==> config.mk <==
export PLATFORM = sky130hd
export DESIGN_NAME = ram_weights_ctrl_flat
export DESIGN_NICKNAME = d
export VERILOG_FILES = /design/src/rtl/ram_weights_ctrl_if.sv /design/src/rtl/ram_weights_ctrl.sv /design/src/flat_wrapper.sv
export SDC_FILE = /design/constraint.sdc
export NUM_CORES = 1
export LEC_CHECK = 0
export ABC_AREA = 1
export CAP_MARGIN = 20
export CORE_ASPECT_RATIO = 1.2
export CORE_MARGIN = 2
export CORE_UTILIZATION = 35
export CTS_CLUSTER_SIZE = 24
export DETAILED_ROUTE_END_ITERATION = 12
export PLACE_DENSITY = 0.69
export RECOVER_POWER = 50
export SLEW_MARGIN = 20
export SYNTH_ARGS = -nofsm -noshare
export SYNTH_HDL_FRONTEND = slang
export SYNTH_SLANG_ARGS = --single-unit
==> constraint.sdc <==
create_clock -name clk -period 3.48 [get_ports clk]
set_input_delay 1.044 -clock clk [delete_from_list [all_inputs] [get_ports clk]]
set_output_delay 1.044 -clock clk [all_outputs]
set_load 0.005 [all_outputs]
==> src/rtl/ram_weights_ctrl_if.sv <==
// Bundle of fill, read, release, result and RAM-port signals for ram_weights_ctrl.
// bounds_err exists only when RAM_WEIGHTS_CTRL_BOUNDS_EN is defined.
interface ram_weights_ctrl_if #(
   parameter int WIDTH      = 8,
   parameter int ADDR_WIDTH = 4
);
   logic [WIDTH-1:0]      s_data;
   logic                  s_valid;
   logic                  s_ready;
   logic                  s_last;

   logic                  rd_valid;
   logic [ADDR_WIDTH-1:0] rd_addr;
   logic                  rd_ready;

   // "release" is a language keyword, hence the prefix
   logic                  buf_release;

   logic [WIDTH-1:0]      m_data;
   logic                  m_valid;

   logic                  ram_en;
   logic                  ram_we;
   logic [ADDR_WIDTH-1:0] ram_addr;
   logic [WIDTH-1:0]      ram_di;
   logic [WIDTH-1:0]      ram_dout;

   logic                  loaded;
   logic [ADDR_WIDTH:0]   word_count;
`ifdef RAM_WEIGHTS_CTRL_BOUNDS_EN
   logic                  bounds_err;
`endif

   modport slave (
`ifdef RAM_WEIGHTS_CTRL_BOUNDS_EN
      output bounds_err,
`endif
      input  s_data, s_valid, s_last,
      output s_ready,
      input  rd_valid, rd_addr,
      output rd_ready,
      input  buf_release,
      output m_data, m_valid,
      output ram_en, ram_we, ram_addr, ram_di,
      input  ram_dout,
      output loaded, word_count
   );

   modport master (
`ifdef RAM_WEIGHTS_CTRL_BOUNDS_EN
      input  bounds_err,
`endif
      output s_data, s_valid, s_last,
      input  s_ready,
      output rd_valid, rd_addr,
      input  rd_ready,
      output buf_release,
      input  m_data, m_valid,
      input  ram_en, ram_we, ram_addr, ram_di,
      output ram_dout,
      input  loaded, word_count
   );
endinterface

==> src/rtl/ram_weights_ctrl.sv <==
// Fill/read/drain controller for a single-port weight RAM with fixed read latency.
// Optional read address bounds check: define RAM_WEIGHTS_CTRL_BOUNDS_EN.
`ifndef RAM_WEIGHTS_DEPTH
`define RAM_WEIGHTS_DEPTH 256
`endif
`ifndef K_BITS
`define K_BITS 8
`endif
`ifndef DELAY_W_RAM
`define DELAY_W_RAM 2
`endif

module ram_weights_ctrl #(
   parameter int DEPTH      = `RAM_WEIGHTS_DEPTH,
   parameter int WIDTH      = `K_BITS,
   parameter int LATENCY    = `DELAY_W_RAM,
   parameter int ADDR_WIDTH = $clog2(DEPTH)
) (
   input logic               clk,
   input logic               rst,
   ram_weights_ctrl_if.slave bus
);
   typedef enum logic [1:0] {ST_FILL, ST_READ, ST_DRAIN} state_t;

   localparam logic [ADDR_WIDTH-1:0] LAST_ADDR = ADDR_WIDTH'(DEPTH - 1);
   localparam logic [ADDR_WIDTH-1:0] PTR_ONE   = ADDR_WIDTH'(1);
   localparam logic [ADDR_WIDTH:0]   WC_ONE    = (ADDR_WIDTH + 1)'(1);

   state_t                r_state, w_state_next;
   logic [ADDR_WIDTH-1:0] r_wr_ptr, w_wr_ptr_next;
   logic [ADDR_WIDTH-1:0] r_ram_addr, w_ram_addr_next;
   logic [ADDR_WIDTH:0]   r_word_count, w_word_count_next;
   logic [LATENCY-1:0]    r_vld_sr, w_vld_sr_next;
   logic                  w_s_ready, w_rd_ready, w_ram_we;
   logic                  w_rd_accept, w_addr_ok;

`ifdef RAM_WEIGHTS_CTRL_BOUNDS_EN
   logic r_bounds_err, w_bounds_err_next;
   assign w_addr_ok = ({1'b0, bus.rd_addr} < r_word_count);
   assign w_bounds_err_next = r_bounds_err
                            | ((r_state == ST_READ) & bus.rd_valid & ~w_addr_ok);
   assign bus.bounds_err = r_bounds_err;
`else
   assign w_addr_ok = 1'b1;
`endif

   // One bit per pipeline stage of the RAM; the oldest bit qualifies ram_dout.
   generate
      for (genvar gi = 0; gi < LATENCY; gi++) begin : g_vld
         if (gi == 0) begin : g_head
            assign w_vld_sr_next[gi] = w_rd_accept;
         end else begin : g_tail
            assign w_vld_sr_next[gi] = r_vld_sr[gi-1];
         end
      end
   endgenerate

   always_comb begin
      w_state_next      = r_state;
      w_wr_ptr_next     = r_wr_ptr;
      w_word_count_next = r_word_count;
      w_ram_addr_next   = r_ram_addr;
      w_s_ready         = 1'b0;
      w_rd_ready        = 1'b0;
      w_ram_we          = 1'b0;
      w_rd_accept       = 1'b0;
      case (r_state)
         ST_FILL: begin
            w_s_ready = 1'b1;
            if (bus.s_valid) begin
               w_ram_we        = 1'b1;
               w_ram_addr_next = r_wr_ptr;
               w_wr_ptr_next   = r_wr_ptr + PTR_ONE;
               if (bus.s_last || (r_wr_ptr == LAST_ADDR)) begin
                  w_state_next      = ST_READ;
                  w_word_count_next = {1'b0, r_wr_ptr} + WC_ONE;
               end
            end
         end
         ST_READ: begin
            w_rd_ready  = w_addr_ok;
            w_rd_accept = bus.rd_valid & w_addr_ok;
            if (w_rd_accept) begin
               w_ram_addr_next = bus.rd_addr;
            end
            if (bus.buf_release) begin
               w_state_next = ST_DRAIN;
            end
         end
         ST_DRAIN: begin
            // Leave only once every issued read has come back out
            if (r_vld_sr == '0) begin
               w_state_next  = ST_FILL;
               w_wr_ptr_next = '0;
            end
         end
         default: begin
            w_state_next = ST_FILL;
         end
      endcase
   end

   always_ff @(posedge clk) begin
      if (rst) begin
         r_state      <= ST_FILL;
         r_wr_ptr     <= '0;
         r_word_count <= '0;
         r_vld_sr     <= '0;
         r_ram_addr   <= '0;
`ifdef RAM_WEIGHTS_CTRL_BOUNDS_EN
         r_bounds_err <= 1'b0;
`endif
      end else begin
         r_state      <= w_state_next;
         r_wr_ptr     <= w_wr_ptr_next;
         r_word_count <= w_word_count_next;
         r_vld_sr     <= w_vld_sr_next;
         r_ram_addr   <= w_ram_addr_next;
`ifdef RAM_WEIGHTS_CTRL_BOUNDS_EN
         r_bounds_err <= w_bounds_err_next;
`endif
      end
   end

   assign bus.s_ready    = w_s_ready;
   assign bus.rd_ready   = w_rd_ready;
   assign bus.ram_en     = 1'b1;
   assign bus.ram_we     = w_ram_we;
   assign bus.ram_addr   = w_ram_addr_next;
   assign bus.ram_di     = bus.s_data;
   assign bus.m_valid    = r_vld_sr[LATENCY-1];
   assign bus.m_data     = bus.ram_dout;
   assign bus.loaded     = (r_state == ST_READ);
   assign bus.word_count = r_word_count;
endmodule

==> src/flat_wrapper.sv <==
// flat-port wrapper written by rule: the top's interface ports become plain ports
module ram_weights_ctrl_flat 
#(
   parameter int DEPTH      = `RAM_WEIGHTS_DEPTH,
   parameter int WIDTH      = `K_BITS,
   parameter int LATENCY    = `DELAY_W_RAM,
   parameter int ADDR_WIDTH = $clog2(DEPTH)
)
  (clk, rst, bus_s_data, bus_s_valid, bus_s_last, bus_s_ready, bus_rd_valid, bus_rd_addr, bus_rd_ready, bus_buf_release, bus_m_data, bus_m_valid, bus_ram_en, bus_ram_we, bus_ram_addr, bus_ram_di, bus_ram_dout, bus_loaded, bus_word_count);
  ram_weights_ctrl_if #(.WIDTH(WIDTH), .ADDR_WIDTH(ADDR_WIDTH)) bus_i ();
  input logic clk;
  input logic rst;
  input wire logic [$bits(bus_i.s_data)-1:0] bus_s_data;
  input wire logic [$bits(bus_i.s_valid)-1:0] bus_s_valid;
  input wire logic [$bits(bus_i.s_last)-1:0] bus_s_last;
  output wire logic [$bits(bus_i.s_ready)-1:0] bus_s_ready;
  input wire logic [$bits(bus_i.rd_valid)-1:0] bus_rd_valid;
  input wire logic [$bits(bus_i.rd_addr)-1:0] bus_rd_addr;
  output wire logic [$bits(bus_i.rd_ready)-1:0] bus_rd_ready;
  input wire logic [$bits(bus_i.buf_release)-1:0] bus_buf_release;
  output wire logic [$bits(bus_i.m_data)-1:0] bus_m_data;
  output wire logic [$bits(bus_i.m_valid)-1:0] bus_m_valid;
  output wire logic [$bits(bus_i.ram_en)-1:0] bus_ram_en;
  output wire logic [$bits(bus_i.ram_we)-1:0] bus_ram_we;
  output wire logic [$bits(bus_i.ram_addr)-1:0] bus_ram_addr;
  output wire logic [$bits(bus_i.ram_di)-1:0] bus_ram_di;
  input wire logic [$bits(bus_i.ram_dout)-1:0] bus_ram_dout;
  output wire logic [$bits(bus_i.loaded)-1:0] bus_loaded;
  output wire logic [$bits(bus_i.word_count)-1:0] bus_word_count;
  assign bus_i.s_data = bus_s_data;
  assign bus_i.s_valid = bus_s_valid;
  assign bus_i.s_last = bus_s_last;
  assign bus_s_ready = bus_i.s_ready;
  assign bus_i.rd_valid = bus_rd_valid;
  assign bus_i.rd_addr = bus_rd_addr;
  assign bus_rd_ready = bus_i.rd_ready;
  assign bus_i.buf_release = bus_buf_release;
  assign bus_m_data = bus_i.m_data;
  assign bus_m_valid = bus_i.m_valid;
  assign bus_ram_en = bus_i.ram_en;
  assign bus_ram_we = bus_i.ram_we;
  assign bus_ram_addr = bus_i.ram_addr;
  assign bus_ram_di = bus_i.ram_di;
  assign bus_i.ram_dout = bus_ram_dout;
  assign bus_loaded = bus_i.loaded;
  assign bus_word_count = bus_i.word_count;
  ram_weights_ctrl #(.DEPTH(DEPTH), .WIDTH(WIDTH), .LATENCY(LATENCY), .ADDR_WIDTH(ADDR_WIDTH)) u_core (.clk(clk), .rst(rst), .bus(bus_i));
endmodule
==> report_table.html <==
<table>
<tr><th>Metric</th><th>Value</th></tr>
<tr><th colspan="2">Power</th></tr>
<tr><td>Total power after layout</td><td>0.796 mW</td></tr>
<tr><td>Worst vdd rail ir drop</td><td>roughly 0.23 mV</td></tr>
<tr><td>Total power density per cell area</td><td>404 mW/mm2</td></tr>
<tr><td>P_leak</td><td>0.895 nW</td></tr>
<tr><th colspan="2">Worst setup path</th></tr>
<tr><td>Worst path required time</td><td>2440 ps</td></tr>
<tr><td>Most numerous cell on the critical path</td><td>sky130_fd_sc_hd__clkdlybuf4s50_1</td></tr>
<tr><td>Worst stage delay on the critical path</td><td>500 ps</td></tr>
<tr><td>Worst-path maximum fanout</td><td>6</td></tr>
<tr><td>Max stage delay cell, worst path</td><td>sky130_fd_sc_hd__clkdlybuf4s50_1</td></tr>
<tr><td>Classification of the worst setup path</td><td>in2out</td></tr>
<tr><td>Kind of start point of the critical path</td><td>primary input</td></tr>
<tr><td>Data arrival, critical path</td><td>2370 ps</td></tr>
<tr><td>Crit. End Element</td><td>primary output</td></tr>
<tr><td>Cells along the critical path</td><td>clkdlybuf4s50_1, inv_2, nor2_8, buf_12, clkdlybuf4s50_1</td></tr>
<tr><th colspan="2">Die</th></tr>
<tr><td>I/O pin cnt</td><td>between 60 and 70</td></tr>
<tr><td>Area enclosed by the die boundary</td><td>between 0.005 and 0.006 mm2</td></tr>
<tr><td>Effective utilization at floorplan</td><td>a little over a third</td></tr>
<tr><td>Width of the chip</td><td>65.2 um</td></tr>
<tr><td>Number of rows in the core area</td><td>26</td></tr>
<tr><td>Core area</td><td>0.00429 mm2</td></tr>
<tr><td>Vertical die dimension</td><td>77.4 um</td></tr>
<tr><th colspan="2">Synthesis</th></tr>
<tr><td>Synthesized instance count</td><td>about 220</td></tr>
<tr><td>Cell accounting for the most synthesized area</td><td>sky130_fd_sc_hd__dfxtp_1</td></tr>
<tr><td>Post-Synthesis Net Count</td><td>between 200 and 250</td></tr>
<tr><td>Post-Syn Area per Cell</td><td>7.25 um2</td></tr>
<tr><td>Summed instance area of the synthesized netlist</td><td>0.00157 mm2</td></tr>
<tr><td>Seq/Total Area, Yosys</td><td>a little under two fifths</td></tr>
<tr><td>Number of flip-flops and latches in the synthesized netlist</td><td>29</td></tr>
<tr><td>Count of distinct cell types in the synthesized netlist</td><td>26</td></tr>
<tr><td>Top cells by area in the synthesized netlist</td><td>sky130_fd_sc_hd__dfxtp_1 37%, sky130_fd_sc_hd__nand2_1 11%, sky130_fd_sc_hd__buf_4 8.6%</td></tr>
<tr><td>Synth top area share</td><td>between 30% and 40%</td></tr>
<tr><td>Warnings, synthesis</td><td>0</td></tr>
<tr><th colspan="2">Timing</th></tr>
<tr><td>Actual transition at the worst max-transition pin</td><td>746 ps</td></tr>
<tr><td>Post-layout minimum cycle time</td><td>between 3000 and 4000 ps</td></tr>
<tr><td>Number of hold violations in the final report</td><td>0</td></tr>
<tr><td>Setup TNS after final layout</td><td>0 ps</td></tr>
<tr><td>PnR worst setup slack</td><td>66.5 ps</td></tr>
<tr><td>Worst Skew</td><td>2.10 ps</td></tr>
<tr><td>Post-route fraction of the period consumed by the critical path</td><td>around 100%</td></tr>
<tr><td>Worst Hold Slack</td><td>roughly 470 ps</td></tr>
<tr><td>Setup violations, final</td><td>0</td></tr>
<tr><td>Number of max-slew violations in the final report</td><td>0</td></tr>
<tr><td>Maximum operating frequency</td><td>0.293 GHz</td></tr>
<tr><td>Worst slew margin relative to its limit</td><td>50.3%</td></tr>
<tr><td>Setup repair after global routing missed its margin</td><td>no</td></tr>
<tr><th colspan="2">Final layout</th></tr>
<tr><td>Total inserted antenna cells</td><td>0</td></tr>
<tr><td>Area added between synthesis and finish</td><td>25.2%</td></tr>
<tr><td>Final Core Density</td><td>45.9%</td></tr>
<tr><td>Total Nets Final</td><td>about 270</td></tr>
<tr><td>Share of cells above drive strength 1</td><td>13.2%</td></tr>
<tr><th colspan="2">Routing</th></tr>
<tr><td>Post-route DRC</td><td>0</td></tr>
<tr><td>Via density per instance</td><td>4.61</td></tr>
<tr><td>First-pass iteration count of the detailed router</td><td>4</td></tr>
<tr><td>Average routed wire per standard cell</td><td>11.0 um</td></tr>
<tr><td>Total via count after detailed routing</td><td>about 1,400</td></tr>
<tr><td>Drt first-iter violations</td><td>22</td></tr>
<tr><td>Drt total wl</td><td>3.29 mm</td></tr>
<tr><td>Residual antenna-violating net count after detailed routing</td><td>0</td></tr>
<tr><th colspan="2">Placed design</th></tr>
<tr><td>Count of input and output buffers</td><td>35</td></tr>
<tr><td>GP Congestion</td><td>roughly 0.9</td></tr>
<tr><td>Worst-case setup slack after placement</td><td>-172 ps</td></tr>
<tr><td>DP Wirelength</td><td>about 2.5 mm</td></tr>
<tr><th colspan="2">Global route</th></tr>
<tr><td>Global route overflow</td><td>0</td></tr>
<tr><td>Total routing usage reported by global routing</td><td>roughly 14%</td></tr>
<tr><td>Global-route wire length before repair</td><td>~5.6 mm</td></tr>
<tr><td>Busiest layer in global routing</td><td>met2</td></tr>
<tr><td>Vias in the first global route</td><td>1,294</td></tr>
<tr><td>Met1 Usage GRT</td><td>16.5%</td></tr>
<tr><td>Antenna violations before repair</td><td>0</td></tr>
<tr><td>Global-route track usage on met2</td><td>23.2%</td></tr>
<tr><td>Met3 usage</td><td>2.46%</td></tr>
<tr><td>Pin count of the biggest net entering global routing</td><td>16</td></tr>
<tr><th colspan="2">Clocking</th></tr>
<tr><td>Post-CTS setup buffer count</td><td>0</td></tr>
<tr><td>TritonCTS clock tree</td><td>yes</td></tr>
<tr><td>Number of sinks on the clock net</td><td>29</td></tr>
<tr><td>Post_cts resized</td><td>9</td></tr>
<tr><td>Clock latency at the later pin of the worst-skew pair</td><td>280 ps</td></tr>
<tr><td>Cts bufs inserted</td><td>5</td></tr>
<tr><td>Root buf cell</td><td>sky130_fd_sc_hd__clkbuf_8</td></tr>
<tr><td>Clock Path Buffers</td><td>2</td></tr>
<tr><td>Total of hold buffers inserted after clock tree synthesis</td><td>0</td></tr>
<tr><td>Number of H-tree levels</td><td>2</td></tr>
<tr><td>Clk pin slew, worst setup/hold paths</td><td>60 ps</td></tr>
<tr><th colspan="2">Status</th></tr>
<tr><td>Run status</td><td>complete, no violations</td></tr>
<tr><th colspan="2">Hold path</th></tr>
<tr><td>Class of the tightest hold or removal check</td><td>reg2reg</td></tr>
<tr><th colspan="2">Job</th></tr>
<tr><td>Max-cap violation count</td><td>0</td></tr>
</table>
layer usage:
| metal | part of all wire, % | up-vias |
|---|---|---|
| li1 | - | 722 |
| met4 | 2.6 | 0 |
| met5 | 0 | - |
| met1 | 43 | 617 |
| met3 | 5.7 | 8 |
| met2 | 49 | 32 |
per-stage QoR:
step / instances / instance area (um2)
after CTS: 299 / 1970
after global routing: 299 / 1970
after global placement: 292 / 1900
final: 299 / 1970
after detailed placement: 292 / 1900
after floorplan: 217 / 1570
worst max-delay path: cells and delay by family:
kind	cells	cell delay (ps)
buf+inv	4	1190
simple gates	1	130
cell usage in the layout, fill, tap and decap left out, types with 2 or more instances in the layout:
cell                               n
sky130_fd_sc_hd__nand2_1          48
sky130_fd_sc_hd__dfxtp_1          29
sky130_fd_sc_hd__nand3_1          27
sky130_fd_sc_hd__nor2_1           25
sky130_fd_sc_hd__clkdlybuf4s50_1  22
sky130_fd_sc_hd__inv_1            19
sky130_fd_sc_hd__a21oi_1          10
sky130_fd_sc_hd__o21ai_0           8
sky130_fd_sc_hd__dlygate4sd2_1     8
sky130_fd_sc_hd__clkbuf_8          6
sky130_fd_sc_hd__buf_4             6
sky130_fd_sc_hd__dlygate4sd3_1     5
sky130_fd_sc_hd__o211ai_2          4
sky130_fd_sc_hd__xor2_1            4
sky130_fd_sc_hd__inv_2             3
sky130_fd_sc_hd__a21oi_2           3
sky130_fd_sc_hd__nand2_4           2
sky130_fd_sc_hd__nor2_4            2
sky130_fd_sc_hd__nand2_2           2
sky130_fd_sc_hd__clkbuf_1          2
worst paths after layout:
kind                                                       from                                     to  slack, ps  cells past startpoint
worst min register to register    u_core.r_vld_sr[0]$_SDFF_PP0_          u_core.r_vld_sr[1]$_SDFF_PP0_        470                      2
worst max register to register  u_core.r_wr_ptr[1]$_SDFFE_PP0P_  u_core.bus.word_count[5]$_SDFFE_PP0P_       1940                      8
worst max-delay path                                bus_s_valid                             bus_ram_we         70                      5
worst min-delay path              u_core.r_vld_sr[0]$_SDFF_PP0_          u_core.r_vld_sr[1]$_SDFF_PP0_        470                      2
registers in the layout, indices dropped and copies added (netlist names):
signal                 cells
u_core.r_vld_sr            2
u_core.r_state             2
u_core.r_wr_ptr            8
u_core.bus.word_count      9
u_core.r_ram_addr          8
power by group:
group / internal [mW] / total, mW / switching [mW]
logic: 0.0785 / 0.163 / 0.0845
registers: 0.347 / 0.357 / 0.00924
clock network: 0.156 / 0.276 / 0.120
total: 0.582 / 0.796 / 0.214
synth_stat cells (all sizes together):
cell,instances
a21oi,14
buf,23
clkbuf,1
conb,1
dfxtp,29
ha,1
inv,23
nand2,52
nand3,27
nand3b,1
nand4,1
nor2,28
o211ai,4
o21ai,8
xor2,4
cell families (layout without fill, tap and decap cells):
| logic type | after synthesis | in the layout | share of synthesized area (%) |
|---|---|---|---|
| and+or+nand+nor | 109 | 109 | 31.8 |
| xor gates and xnor gates | 4 | 4 | 2.23 |
| AOI/OAI and AO/OA | 26 | 26 | 11.6 |
| adders and majority gates | 1 | 1 | 0.795 |
| DFF | 29 | 29 | 36.9 |
| buffers and inverters | 47 | 73 | 16.4 |
| other | 1 | 1 | 0.238 |
cell type report:
cell class                      count  area, um2
Fill cell                         436       2320
Multi-Input combinational cell    141        734
Sequential cell                    29        581
Timing Repair Buffer               43        409
Inverter                           23       88.8
Clock buffer                        7       86.3
Tap cell                           56       70.1
Power figures use the tool's default switching activity.
